==> src/rtl/buffer_serializer_pkg.sv <==
// Shared definitions for the FIFO drain serializer: state encoding and frame helpers.
// Even parity is computed on a zero-extended word so one helper serves every data width.
package buffer_serializer_pkg;

  localparam logic [2:0] ST_IDLE   = 3'd0;
  localparam logic [2:0] ST_START  = 3'd1;
  localparam logic [2:0] ST_DATA   = 3'd2;
  localparam logic [2:0] ST_PARITY = 3'd3;
  localparam logic [2:0] ST_STOP   = 3'd4;

  function automatic int frame_cycles(input int data_width, input int parity_en,
                                      input int clks_per_bit);
    return (data_width + 2 + parity_en) * clks_per_bit;
  endfunction

  function automatic logic even_parity(input logic [63:0] word);
    return ^word;
  endfunction

endpackage

==> src/rtl/buffer_serializer_if.sv <==
// FIFO head-port bundle between the word FIFO (master) and the serializer (slave).
interface buffer_serializer_if #(
  parameter int DATA_WIDTH  = 15,
  parameter int LEVEL_WIDTH = 4
);

  logic [DATA_WIDTH-1:0]  head;
  logic [LEVEL_WIDTH-1:0] level;
  logic                   pull;

  modport master (
    output head,
    output level,
    input  pull
  );

  modport slave (
    input  head,
    input  level,
    output pull
  );

endinterface

==> src/rtl/buffer_serializer_bit_timer.sv <==
// Bit-period tick counter: bit_done pulses on the last clock of every serial bit.
// Holding clear parks the counter at zero so each bit period starts aligned to state entry.
module bit_timer #(
  parameter int CLKS_PER_BIT = 16
) (
  input  logic clock,
  input  logic reset,
  input  logic clear,
  output logic bit_done
);

  localparam int TICK_W = (CLKS_PER_BIT > 1) ? $clog2(CLKS_PER_BIT) : 1;
  localparam logic [TICK_W-1:0] LAST_TICK = TICK_W'(CLKS_PER_BIT - 1);

  logic [TICK_W-1:0] tick_r;
  logic              done_s;

  // Tick combinational decode of the terminal count.
  always_comb begin
    if (!clear && (tick_r == LAST_TICK)) begin
      done_s = 1'b1;
    end else begin
      done_s = 1'b0;
    end
  end

  // Tick counter, wrapping explicitly so non-power-of-two periods are exact.
  always_ff @(posedge clock) begin
    if (reset) begin
      tick_r <= {TICK_W{1'b0}};
    end else if (clear || done_s) begin
      tick_r <= {TICK_W{1'b0}};
    end else begin
      tick_r <= tick_r + TICK_W'(1);
    end
  end

  assign bit_done = done_s;

endmodule

==> src/rtl/buffer_serializer.sv <==
// Drains the word FIFO one word at a time onto a UART-style line:
// start bit, data LSB first, optional even parity, stop bit.
module buffer_serializer
  import buffer_serializer_pkg::*;
#(
  parameter int DATA_WIDTH   = 15,
  parameter int LEVEL_WIDTH  = 4,
  parameter int CLKS_PER_BIT = 16,
  parameter int PARITY_EN    = 0
) (
  input  logic                clock,
  input  logic                reset,
  input  logic                enable,
  buffer_serializer_if.slave  fifo,
  output logic                tx,
  output logic                busy,
  output logic [15:0]         frames_sent
);

  localparam int BIT_W = $clog2(DATA_WIDTH + 1);
  localparam logic [BIT_W-1:0] LAST_BIT = BIT_W'(DATA_WIDTH - 1);

  logic [2:0]            state_r;
  logic [DATA_WIDTH-1:0] shift_r;
  logic [DATA_WIDTH-1:0] shift_next_s;
  logic                  parity_r;
  logic [BIT_W-1:0]      bit_cnt_r;
  logic                  tx_r;
  logic                  busy_r;
  logic [15:0]           frames_r;
  logic                  pull_s;
  logic                  timer_clear_s;
  logic                  bit_done_s;

  // Pop strobe: only from IDLE, so it can be high for at most one cycle per frame.
  always_comb begin
    if ((state_r == ST_IDLE) && enable && (fifo.level != {LEVEL_WIDTH{1'b0}}) && !reset) begin
      pull_s = 1'b1;
    end else begin
      pull_s = 1'b0;
    end
  end

  // Timer is parked while idle so the start bit gets a full period from the pull edge.
  always_comb begin
    if (state_r == ST_IDLE) begin
      timer_clear_s = 1'b1;
    end else begin
      timer_clear_s = 1'b0;
    end
  end

  assign shift_next_s = shift_r >> 1;

  bit_timer #(
    .CLKS_PER_BIT (CLKS_PER_BIT)
  ) u_bit_timer (
    .clock    (clock),
    .reset    (reset),
    .clear    (timer_clear_s),
    .bit_done (bit_done_s)
  );

  // Frame FSM; tx is loaded with the value of the next bit so it changes on bit boundaries.
  always_ff @(posedge clock) begin
    if (reset) begin
      state_r   <= ST_IDLE;
      shift_r   <= {DATA_WIDTH{1'b0}};
      parity_r  <= 1'b0;
      bit_cnt_r <= {BIT_W{1'b0}};
      tx_r      <= 1'b1;
      busy_r    <= 1'b0;
      frames_r  <= 16'd0;
    end else begin
      case (state_r)
        ST_IDLE: begin
          bit_cnt_r <= {BIT_W{1'b0}};
          if (pull_s) begin
            shift_r  <= fifo.head;
            parity_r <= even_parity(64'(fifo.head));
            state_r  <= ST_START;
            tx_r     <= 1'b0;
            busy_r   <= 1'b1;
          end else begin
            tx_r   <= 1'b1;
            busy_r <= 1'b0;
          end
        end
        ST_START: begin
          if (bit_done_s) begin
            state_r   <= ST_DATA;
            tx_r      <= shift_r[0];
            bit_cnt_r <= {BIT_W{1'b0}};
          end
        end
        ST_DATA: begin
          if (bit_done_s) begin
            if (bit_cnt_r == LAST_BIT) begin
              bit_cnt_r <= {BIT_W{1'b0}};
              if (PARITY_EN != 0) begin
                state_r <= ST_PARITY;
                tx_r    <= parity_r;
              end else begin
                state_r <= ST_STOP;
                tx_r    <= 1'b1;
              end
            end else begin
              bit_cnt_r <= bit_cnt_r + BIT_W'(1);
              shift_r   <= shift_next_s;
              tx_r      <= shift_next_s[0];
            end
          end
        end
        ST_PARITY: begin
          if (bit_done_s) begin
            state_r   <= ST_STOP;
            tx_r      <= 1'b1;
            bit_cnt_r <= {BIT_W{1'b0}};
          end
        end
        ST_STOP: begin
          if (bit_done_s) begin
            state_r   <= ST_IDLE;
            tx_r      <= 1'b1;
            busy_r    <= 1'b0;
            frames_r  <= frames_r + 16'd1;
            bit_cnt_r <= {BIT_W{1'b0}};
          end
        end
        default: begin
          state_r   <= ST_IDLE;
          tx_r      <= 1'b1;
          busy_r    <= 1'b0;
          bit_cnt_r <= {BIT_W{1'b0}};
        end
      endcase
    end
  end

  assign fifo.pull   = pull_s;
  assign tx          = tx_r;
  assign busy        = busy_r;
  assign frames_sent = frames_r;

endmodule

==> src/flat_wrapper.sv <==
// flat-port wrapper written by rule: the top's interface ports become plain ports
module buffer_serializer_flat import buffer_serializer_pkg::*;
#(
  parameter int DATA_WIDTH   = 15,
  parameter int LEVEL_WIDTH  = 4,
  parameter int CLKS_PER_BIT = 16,
  parameter int PARITY_EN    = 0
)
  (clock, reset, enable, tx, busy, frames_sent, fifo_head, fifo_level, fifo_pull);
  buffer_serializer_if #(.DATA_WIDTH(DATA_WIDTH), .LEVEL_WIDTH(LEVEL_WIDTH)) fifo_i ();
  input  logic clock;
  input  logic reset;
  input  logic enable;
  output logic tx;
  output logic busy;
  output logic [15:0] frames_sent;
  input wire logic [$bits(fifo_i.head)-1:0] fifo_head;
  input wire logic [$bits(fifo_i.level)-1:0] fifo_level;
  output wire logic [$bits(fifo_i.pull)-1:0] fifo_pull;
  assign fifo_i.head = fifo_head;
  assign fifo_i.level = fifo_level;
  assign fifo_pull = fifo_i.pull;
  buffer_serializer #(.DATA_WIDTH(DATA_WIDTH), .LEVEL_WIDTH(LEVEL_WIDTH), .CLKS_PER_BIT(CLKS_PER_BIT), .PARITY_EN(PARITY_EN)) u_core (.clock(clock), .reset(reset), .enable(enable), .fifo(fifo_i), .tx(tx), .busy(busy), .frames_sent(frames_sent));
endmodule
==> config.mk <==
export PLATFORM = sky130hd
export DESIGN_NAME = buffer_serializer_flat
export DESIGN_NICKNAME = d
export VERILOG_FILES = /design/src/rtl/buffer_serializer_pkg.sv /design/src/rtl/buffer_serializer_if.sv /design/src/rtl/buffer_serializer_bit_timer.sv /design/src/rtl/buffer_serializer.sv /design/src/flat_wrapper.sv
export SDC_FILE = /design/constraint.sdc
export NUM_CORES = 1
export LEC_CHECK = 0
export ABC_CLOCK_PERIOD_IN_PS = 2880
export CORE_MARGIN = 1.5
export CORE_UTILIZATION = 30
export CTS_BUF_LIST = sky130_fd_sc_hd__clkbuf_16
export CTS_CLUSTER_DIAMETER = 40
export DETAILED_ROUTE_END_ITERATION = 16
export SLEW_MARGIN = 20
export SYNTH_ARGS = -nofsm -noshare
export SYNTH_HDL_FRONTEND = slang
export SYNTH_SLANG_ARGS = --single-unit
==> constraint.sdc <==
create_clock -name clock -period 2.88 [get_ports clock]
set_clock_uncertainty 0.15 [all_clocks]
set_input_delay 0.576 -clock clock [delete_from_list [all_inputs] [get_ports clock]]
set_output_delay 0.576 -clock clock [all_outputs]
set_load 0.1 [all_outputs]
# Word-level counts from Yosys, hierarchy flattened
# Index checks and enable logic that the tools add are counted.
dict set report classes {
  n_addsub 3
  n_mul 0
  div_mod_pow 0
  magnitude_cmp 0
  eq_ne 15
  shift 0
  n_mux 27
  bitwise 1
  n_reduce_logical 20
}
# cell n
set ops {}
lappend ops {{2-to-1 mux 15 bit} 3}
lappend ops {{case mux 15 bit (2 select lines)} 1}
lappend ops {{2-to-1 mux 3 bit} 6}
lappend ops {{adder 16 x 1 -> 16 bit (second input constant)} 1}
lappend ops {{case mux 3 bit (5 select lines)} 1}
lappend ops {{2-to-1 mux 4 bit} 3}
lappend ops {{inequality test 2 bit (second input constant)} 6}
lappend ops {{2-to-1 mux 1 bit} 10}
lappend ops {{adder 4 x 1 -> 4 bit (second input constant)} 2}
lappend ops {{equality test 4 bit (second input constant)} 2}
lappend ops {{case mux 4 bit (2 select lines)} 1}
lappend ops {{equality test 3 x 2 -> 1 bit (second input constant)} 2}
lappend ops {{inequality test 2 x 1 -> 1 bit (second input constant)} 3}
lappend ops {{AND reduction 2 bit} 3}
lappend ops {{AND reduction 6 bit} 1}
lappend ops {{OR reduction 3 bit} 2}
lappend ops {{logical AND 1 bit} 4}
lappend ops {{case mux 1 bit (4 select lines)} 1}
lappend ops {{AND reduction 4 bit} 1}
lappend ops {{nonzero test 4 bit} 1}
lappend ops {{OR reduction 2 bit} 2}
lappend ops {{equality test 3 x 1 -> 1 bit (second input constant)} 1}
lappend ops {{equality test 3 bit (second input constant)} 1}
lappend ops {{zero test 3 bit} 1}
lappend ops {{other kinds (6)} 7}
dict set report word_totals {
  reg_bits 44
  latchBits 0
  mem_bits_rw 0
  rom_bits 0
  n_memories 0
}

# Depth between registers and ports, before layout
# Gate-level depths: netlist of the first run.
dict set report depth {
  ltp_word 7
  mapped_depth 9
  ltp_nobuf 6
}

# Cells and area by module
# A second synthesis of the first run with hierarchy kept.
dict set report unflattened {
  hier_cells 248
  hier_area_um2 2089.5
}
# mod n_inst cells_each area_per_inst_um2
set modules_own_cells {}
lappend modules_own_cells {buffer_serializer 1 232 1931.9}
lappend modules_own_cells {bit_timer 1 16 157.7}

# Worst setup path before layout of the first run
# OpenSTA, ideal clock, no wires.
dict set report synth_timing {
  path_kind {reg2reg}
  from {register u_core.frames_r[0] (netlist: u_core.frames_sent[0])}
  to {register u_core.frames_r[10] (netlist: u_core.frames_sent[10])}
  setup_time_ns 0.067
  t_arrival_ns 2.294
  t_required_ns 2.663
  path_slack_ns 0.369
  stages_incl_launch_ff 6
  n_path_buf 0
  period_less_slack_ns 2.511
  path_cell_list {dfxtp_1 > ha_1 > nand4bb_1 > or4b_2 > xor2_1 > nor2_1}
}
dict set report synth_between {
  elab_chain_cells 1
}
# element line_no
set synth_rtl {}
lappend synth_rtl {{start, declared} buffer_serializer.sv:30} ;# logic [15:0] frames_r;
lappend synth_rtl {{start signal, assigned} buffer_serializer.sv:126} ;# frames_r <= frames_r + 16'd1;
lappend synth_rtl {{adder 16 x 1 -> 16 bit} buffer_serializer.sv:126}
# No other way between the ends.
# A chain may end at the register's enable or synchronous reset.

# Worst setup path in the final report of the first run
dict set report layout_timing {
  from {input port fifo_level[1]}
  to {output port fifo_pull}
}
dict set report layout_between {
  elab_chain_cells 4
}
# element line_no
set layout_rtl {}
lappend layout_rtl {{start, declared} flat_wrapper.sv:18} ;# input wire logic [$bits(fifo_i.level)-1:0] fifo_level;
lappend layout_rtl {{nonzero test 4 bit} buffer_serializer.sv:37} ;# if ((state_r == ST_IDLE) && enable && (fifo.level != {LEVEL_WIDTH{1'b0}}) && !reset) begin
lappend layout_rtl {{logical AND 1 bit (2 in series)} buffer_serializer.sv:37}
lappend layout_rtl {{2-to-1 mux 1 bit} buffer_serializer.sv:37}
lappend layout_rtl {{end, declared} flat_wrapper.sv:19} ;# output wire logic [$bits(fifo_i.pull)-1:0] fifo_pull;
# No other way between the ends.

==> results.json, run 1 <==
{
  "seq_area_um2": 881,
  "antenna_found_initial": 0,
  "initial_core_util_pct": 30.7,
  "drt-total-wl_um": 4730,
  "worst_slew_pin_slew_ns": 0.754,
  "postSynthNetCount": 260,
  "hold_slack_ns": 0.304,
  "num_rows": 31,
  "yosys_register_bits": 44,
  "synth_top_family_by_area": "simple AND/OR/NAND/NOR gates",
  "hold_viol": 0,
  "insertedDiodeCount": 0,
  "fin_crit_sh_pct": 90.5,
  "layout-drive-gt1-share_pct": 17.4,
  "ys_warn_count": 0,
  "vias_per_cell": 4.88,
  "place_area_um2": 2600,
  "hold_buffers": 0,
  "fin_util_pct": 38.2,
  "wire_per_inst_um": 12.8,
  "yosys.area_share.adder_pct": 2.27,
  "finalSetupViolations": 0,
  "place.port_buffers": 40,
  "cts_max_level": 2,
  "power.density_nw_per_um2": 497,
  "grt_use_total_pct": 12.7,
  "drc_errors": 0,
  "synth_edf_count": 0,
  "die_area_um2": 7870,
  "p_leak_nw": 0.931,
  "yosys-top-cells-area": "dfxtp_1 40%, mux2i_1 6.4%, a211oi_2 5.1%, nor3_1 3.9%, nor2_1 3.1%",
  "max_freq_ghz": 0.384,
  "fin_tns_setup_ns": 0,
  "ir_drop_uv": 192,
  "syn_avg_cell_area_um2": 9.42,
  "worstSetupPathType": "input pin to primary output",
  "synth_ff_type": "dfxtp_1",
  "first_pass_iters": 4,
  "drv_cap": 0,
  "hpwlAfterDp_um": 3310,
  "relSlewSlack_pct": 49.7,
  "syn_area_um2": 2200,
  "ctsResizeCount": 0,
  "multi_input_area_um2": 1180,
  "design.core.area_um2": 7180,
  "finalNonFillerCells": 369,
  "synth-compound-area-share_pct": 15.4,
  "start_kind": "input pin",
  "die_h_um": 88.7,
  "grt_pass1_vias": 1733,
  "fill_cells": 733,
  "fin_nets": 295,
  "finalCriticalPeriod_ns": 2.61,
  "first_iter_violations": 83,
  "syn_to_final_growth_pct": 24.5,
  "cp-end-kind": "primary output",
  "boundaryPins": 41,
  "root_buffer": "clkbuf_16",
  "synth_cells": 234,
  "fin_area_um2": 2740,
  "finalWeightedCongestion": 0.775,
  "vias": 1801,
  "clkSinkCount": 44,
  "clk_latency_ns": 0.28,
  "grt_pass1_wl_um": 7800,
  "rsz0062_at_grt": "no",
  "overflow": 0,
  "synthSimpleGateAreaFrac_pct": 24.0,
  "clk_pin_slew_worst_paths_ns": 0.06,
  "grt_max_degree": 41,
  "hp-class": "flip-flop to flip-flop",
  "dp.cells": 361,
  "yosys.area.top_type": "dfxtp_1",
  "status": "complete, no violations",
  "slew_viol_final": 0,
  "numCtsBuffers": 5,
  "yosys.area_share.xor_xnor_pct": 5.17,
  "ant_nets": 0,
  "synth_cell_types": 44,
  "die_w_um": 88.7,
  "post_cts_buffers": 0,
  "cts_tree": "built",
  "synth.area.mux_share_pct": 6.36,
  "path_max_fanout": 4,
  "arrival_ns": 1.88,
  "synthArstFlopShare_pct": 0,
  "cts.path.max_buffers": 2,
  "worst_ep_required_time_ns": 2.15,
  "yosysTopAreaCellShare_pct": 40.0,
  "seq_area_frac_synth_pct": 40.0
}
==> cells by family (layout without fill, tap and decap cells) <==
| family | after synthesis | count (layout) |
|---|---|---|
| and+or+nand+nor | 92 | 92 |
| adders and majority gates | 4 | 4 |
| muxes | 14 | 14 |
| xor gates and xnor gates | 13 | 13 |
| AOI/OAI and AO/OA | 45 | 45 |
| DFF | 44 | 44 |
| buffers and inverters | 22 | 58 |
==> flip-flops by register name (all words and copies together) (netlist names) <==
| register | count |
|---|---|
| u_core.bit_cnt_r | 4 |
| u_core.state_r | 3 |
| u_core.u_bit_timer.tick_r | 4 |
| u_core.tx | 1 |
| u_core.busy | 1 |
| u_core.frames_sent | 16 |
| u_core.shift_r | 15 |
==> layer usage <==
metal / share of wire, % / global-route usage [%] / up-vias
met4: 1.7 / 5.11 / 0
met5: 0 / 0 / -
met2: 45 / 20.2 / 32
met3: 4.7 / 3.36 / 5
li1: - / - / 927
met1: 49 / 16.3 / 837
==> per-stage QoR <==
step / worst slack [ns] / total power [W]
floorplan: 0.369 / 0.000792
global placement: 0.167 / 0.000838
detailed placement: 0.0804 / 0.000841
CTS: 0.256 / 0.00138
global route: 0.190 / 0.00142
finish: 0.275 / 0.00136
==> final cells by class <==
class	count	share of cell area (%)
tap	99	4.51
timing repair buffer	45	14.7
multi-input combinational	168	42.9
inverter	5	0.684
sequential	44	32.1
clock inverter	3	0.547
clock buffer	5	4.56
==> worst max-delay path, cell delays in order <==
cell             delay, ns
clkdlybuf4s50_1       0.41
o41ai_2               0.58
nor3_4                0.12
buf_12                0.19
==> cells in the mapped netlist (4+ instances only) <==
cell and instances:
a21oi_1 11, nand2_1 9, nor3_1 17, or3_1 8, buf_6 5, a211oi_2 9
ha_1 4, mux2i_1 14, and3_1 4, o21ai_0 10, xor2_1 7, nor2_1 18
buf_2 5, inv_1 5, a211oi_1 7, xnor2_1 6, dfxtp_1 44, nand3_1 10
nand4_1 7
==> path summary, 6_finish.rpt <==
kind | slack (ns) | from | depth (start not counted) | to
setup / recovery | 0.27 | fifo_level[1] | 4 | fifo_pull
hold reg to reg | 0.30 | u_core.u_bit_timer.tick_r[0]$_SDFF_PP0_ | 1 | u_core.u_bit_timer.tick_r[0]$_SDFF_PP0_
hold / removal | 0.30 | u_core.u_bit_timer.tick_r[0]$_SDFF_PP0_ | 1 | u_core.u_bit_timer.tick_r[0]$_SDFF_PP0_
setup reg to reg | 0.61 | u_core.state_r[0]$_SDFFE_PP0P_ | 4 | u_core.shift_r[5]$_SDFFE_PP0P_
==> power breakdown <==
part / internal [W] / total (W) / switching, W
registers: 0.000634 / 0.000654 / 0.0000194
clock network: 0.000315 / 0.000539 / 0.000224
logic: 0.0000761 / 0.000172 / 0.0000960
==> cells in the final DEF (no fill, tap or decap), drive strengths merged, types with 2 or more instances in the layout <==
cell type      synthesis  layout
dfxtp                 44      44
a31oi                  3       3
nand2                  9       9
and4                   3       3
nand4                  7       7
xor2                   7       7
a21oi                 11      11
or2                    2       2
nand3                 10      10
o21ai                 11      11
nor3                  18      18
buf                   14      24
and3                   4       4
ha                     4       4
nor2                  18      18
mux2i                 14      14
clkdlybuf4s50          0      21
nand3b                 2       2
clkbuf                 3       5
xnor2                  6       6
nor3b                  3       3
inv                    5       6
or3                    9       9
or4b                   2       2
a211oi                16      16
Power figures use the tool's default switching activity.
==> inputs of run 2 (changes only) <==
--- a/config.mk
+++ b/config.mk
@@ -11,6 +11,7 @@
 export CTS_BUF_LIST = sky130_fd_sc_hd__clkbuf_16
 export CTS_CLUSTER_DIAMETER = 40
 export DETAILED_ROUTE_END_ITERATION = 16
+export HOLD_SLACK_MARGIN = 0.03
 export SLEW_MARGIN = 20
 export SYNTH_ARGS = -nofsm -noshare
 export SYNTH_HDL_FRONTEND = slang
==> results of run 2 <==
Final layout, timing and power as in run 1 (identical DEF).
==> inputs of run 3 (changes only) <==
--- a/config.mk
+++ b/config.mk
@@ -5,7 +5,7 @@
 export SDC_FILE = /design/constraint.sdc
 export NUM_CORES = 1
 export LEC_CHECK = 0
-export ABC_CLOCK_PERIOD_IN_PS = 2880
+export ABC_CLOCK_PERIOD_IN_PS = 2200
 export CORE_MARGIN = 1.5
 export CORE_UTILIZATION = 30
 export CTS_BUF_LIST = sky130_fd_sc_hd__clkbuf_16
==> constraint.sdc (replaced) <==
create_clock -name clock -period 2.2 [get_ports clock]
set_clock_uncertainty 0.15 [all_clocks]
set_input_delay 0.44 -clock clock [delete_from_list [all_inputs] [get_ports clock]]
set_output_delay 0.44 -clock clock [all_outputs]
set_load 0.1 [all_outputs]
==> results.json, run 3 (synthesis results as in run 1) <==
{
  "multi_input_area_um2": 1180,
  "clk_latency_ns": 0.28,
  "num_rows": 31,
  "finalCriticalPeriod_ns": 2.15,
  "path_max_fanout": 2,
  "cts_max_level": 2,
  "m1WireLength_um": 2500,
  "drv_cap": 0,
  "grt_pass1_wl_um": 8300,
  "finalPower_w": 0.00180,
  "dr_wl_met2_um": 2280,
  "power.density_nw_per_um2": 624,
  "die_area_um2": 7870,
  "worst_slew_pin_slew_ns": 0.426,
  "final_cell_mix": "39 x buf_4, 32 x dfxtp_1, 18 x nor2_1, 18 x clkdlybuf4s50_1, 17 x nor3_1",
  "die_h_um": 88.7,
  "wire_per_inst_um": 13.1,
  "vias": 1890,
  "cts_tree": "built",
  "p_leak_nw": 1.05,
  "finalWeightedCongestion": 0.767,
  "largest_reg_flops": 16,
  "seq_area_um2": 896,
  "fin_util_pct": 40.2,
  "rsz0062_at_grt": "no",
  "wl_met3_um": 214,
  "status": "complete, no violations",
  "first_iter_violations": 130,
  "die_w_um": 88.7,
  "fill_cells": 730,
  "hold_viol": 0,
  "relSlewSlack_pct": 71.3,
  "arrival_ns": 1.56,
  "fin_crit_sh_pct": 97.7,
  "syn_to_final_growth_pct": 30.9,
  "vias_per_cell": 4.92,
  "root_buffer": "clkbuf_16",
  "place.port_buffers": 40,
  "cp-end-kind": "primary output",
  "initial_core_util_pct": 30.7,
  "hold_buffers": 0,
  "first_pass_iters": 4,
  "grt_pass1_vias": 1770,
  "clkSinkCount": 44,
  "max_freq_ghz": 0.465,
  "grt_max_degree": 21,
  "worst_ep_required_time_ns": 1.61,
  "layout_commonest_cell": "buf_4",
  "worstSetupPathType": "input pin to primary output",
  "drc_errors": 0,
  "finalSetupViolations": 0,
  "drt-total-wl_um": 5040,
  "grt_use_total_pct": 13.3,
  "fin_nets": 311,
  "insertedDiodeCount": 0,
  "numCtsBuffers": 5,
  "start_kind": "input pin",
  "layout-drive-gt1-share_pct": 26.7,
  "highest_layer": "met4",
  "hpwlAfterDp_um": 3600,
  "design.core.area_um2": 7180,
  "overflow": 0,
  "clk_pin_slew_worst_paths_ns": 0.05,
  "antenna_found_initial": 0,
  "cts.path.max_buffers": 2,
  "slew_viol_final": 0,
  "hp-class": "flip-flop to flip-flop",
  "ant_nets": 0,
  "boundaryPins": 41,
  "ir_drop_uv": 247
}
## run 3: cell types whose count changed in the layout (fill, tap and decap cells not counted)
cell | previous run | this run
a211oi_1 | 7 | 6
a211oi_2 | 9 | 10
buf_4 | 23 | 39
clkdlybuf4s50_1 | 21 | 18
clkinv_1 | 1 | 0
clkinv_2 | 0 | 1
clkinvlp_4 | 1 | 0
dfxtp_1 | 44 | 32
dfxtp_2 | 0 | 12
dlymetal6s2s_1 | 0 | 3
## run 3: final timing paths
check | startpoint | depth (start not counted) | to | slack (ns)
setup / recovery | fifo_level[2] | 5 | fifo_pull | 0.05
hold / removal | u_core.u_bit_timer.tick_r[0]$_SDFF_PP0_ | 1 | u_core.u_bit_timer.tick_r[0]$_SDFF_PP0_ | 0.30
setup reg to reg | u_core.u_bit_timer.tick_r[0]$_SDFF_PP0_ | 5 | u_core.frames_sent[15]$_SDFFE_PP0P_ | 0.33
hold reg to reg | u_core.u_bit_timer.tick_r[0]$_SDFF_PP0_ | 1 | u_core.u_bit_timer.tick_r[0]$_SDFF_PP0_ | 0.30
## run 3: routing by layer
layer	global-route usage (%)	up-vias
met5	0	-
met4	3.98	0
met3	3.64	4
met2	21.0	35
li1	-	954
met1	17.8	897
## run 3: area by class of cell
class	count	area share, %
Timing Repair Buffer	61	18.4
Multi-Input combinational cell	168	41.0
Inverter	5	0.650
Clock inverter	2	0.304
Tap cell	99	4.29
Sequential cell	44	31.0
Clock buffer	5	4.34
## run 3: through the flow
stage	instance area, um^2	hold WS, ns	TNS (ns)	std cells	setup slack [ns]
after detailed placement	2720	0.295	-1.50	375	-0.128
after global placement	2720	0.284	-1.35	375	-0.0998
after global routing	2890	0.337	0	384	0.00991
after CTS	2870	0.304	0	384	0.000273
after floorplan	2220	0.268	0	234	0.0165
final	2890	0.301	0	384	0.0498
## run 3: power breakdown
part	total, W	leakage, nW	internal (W)	switching [W]
sequential	0.000851	0.364	0.000830	0.0000203
clock	0.000696	0.0709	0.000408	0.000288
combinational	0.000253	0.611	0.000116	0.000137
total	0.00180	1.05	0.00135	0.000446
## run 3: critical path: stages
cell	delay [ns]
clkdlybuf4s50_1	0.48
o41ai_2	0.06
buf_4	0.15
nor3_4	0.22
buf_12	0.21
## run 3: timing repair
item / in CTS / in global routing
pin swaps: 1 / 1
gates resized for setup: 1 / 4
endpoints found under the setup margin: 1 / 9
buffers inserted: 2 / 0
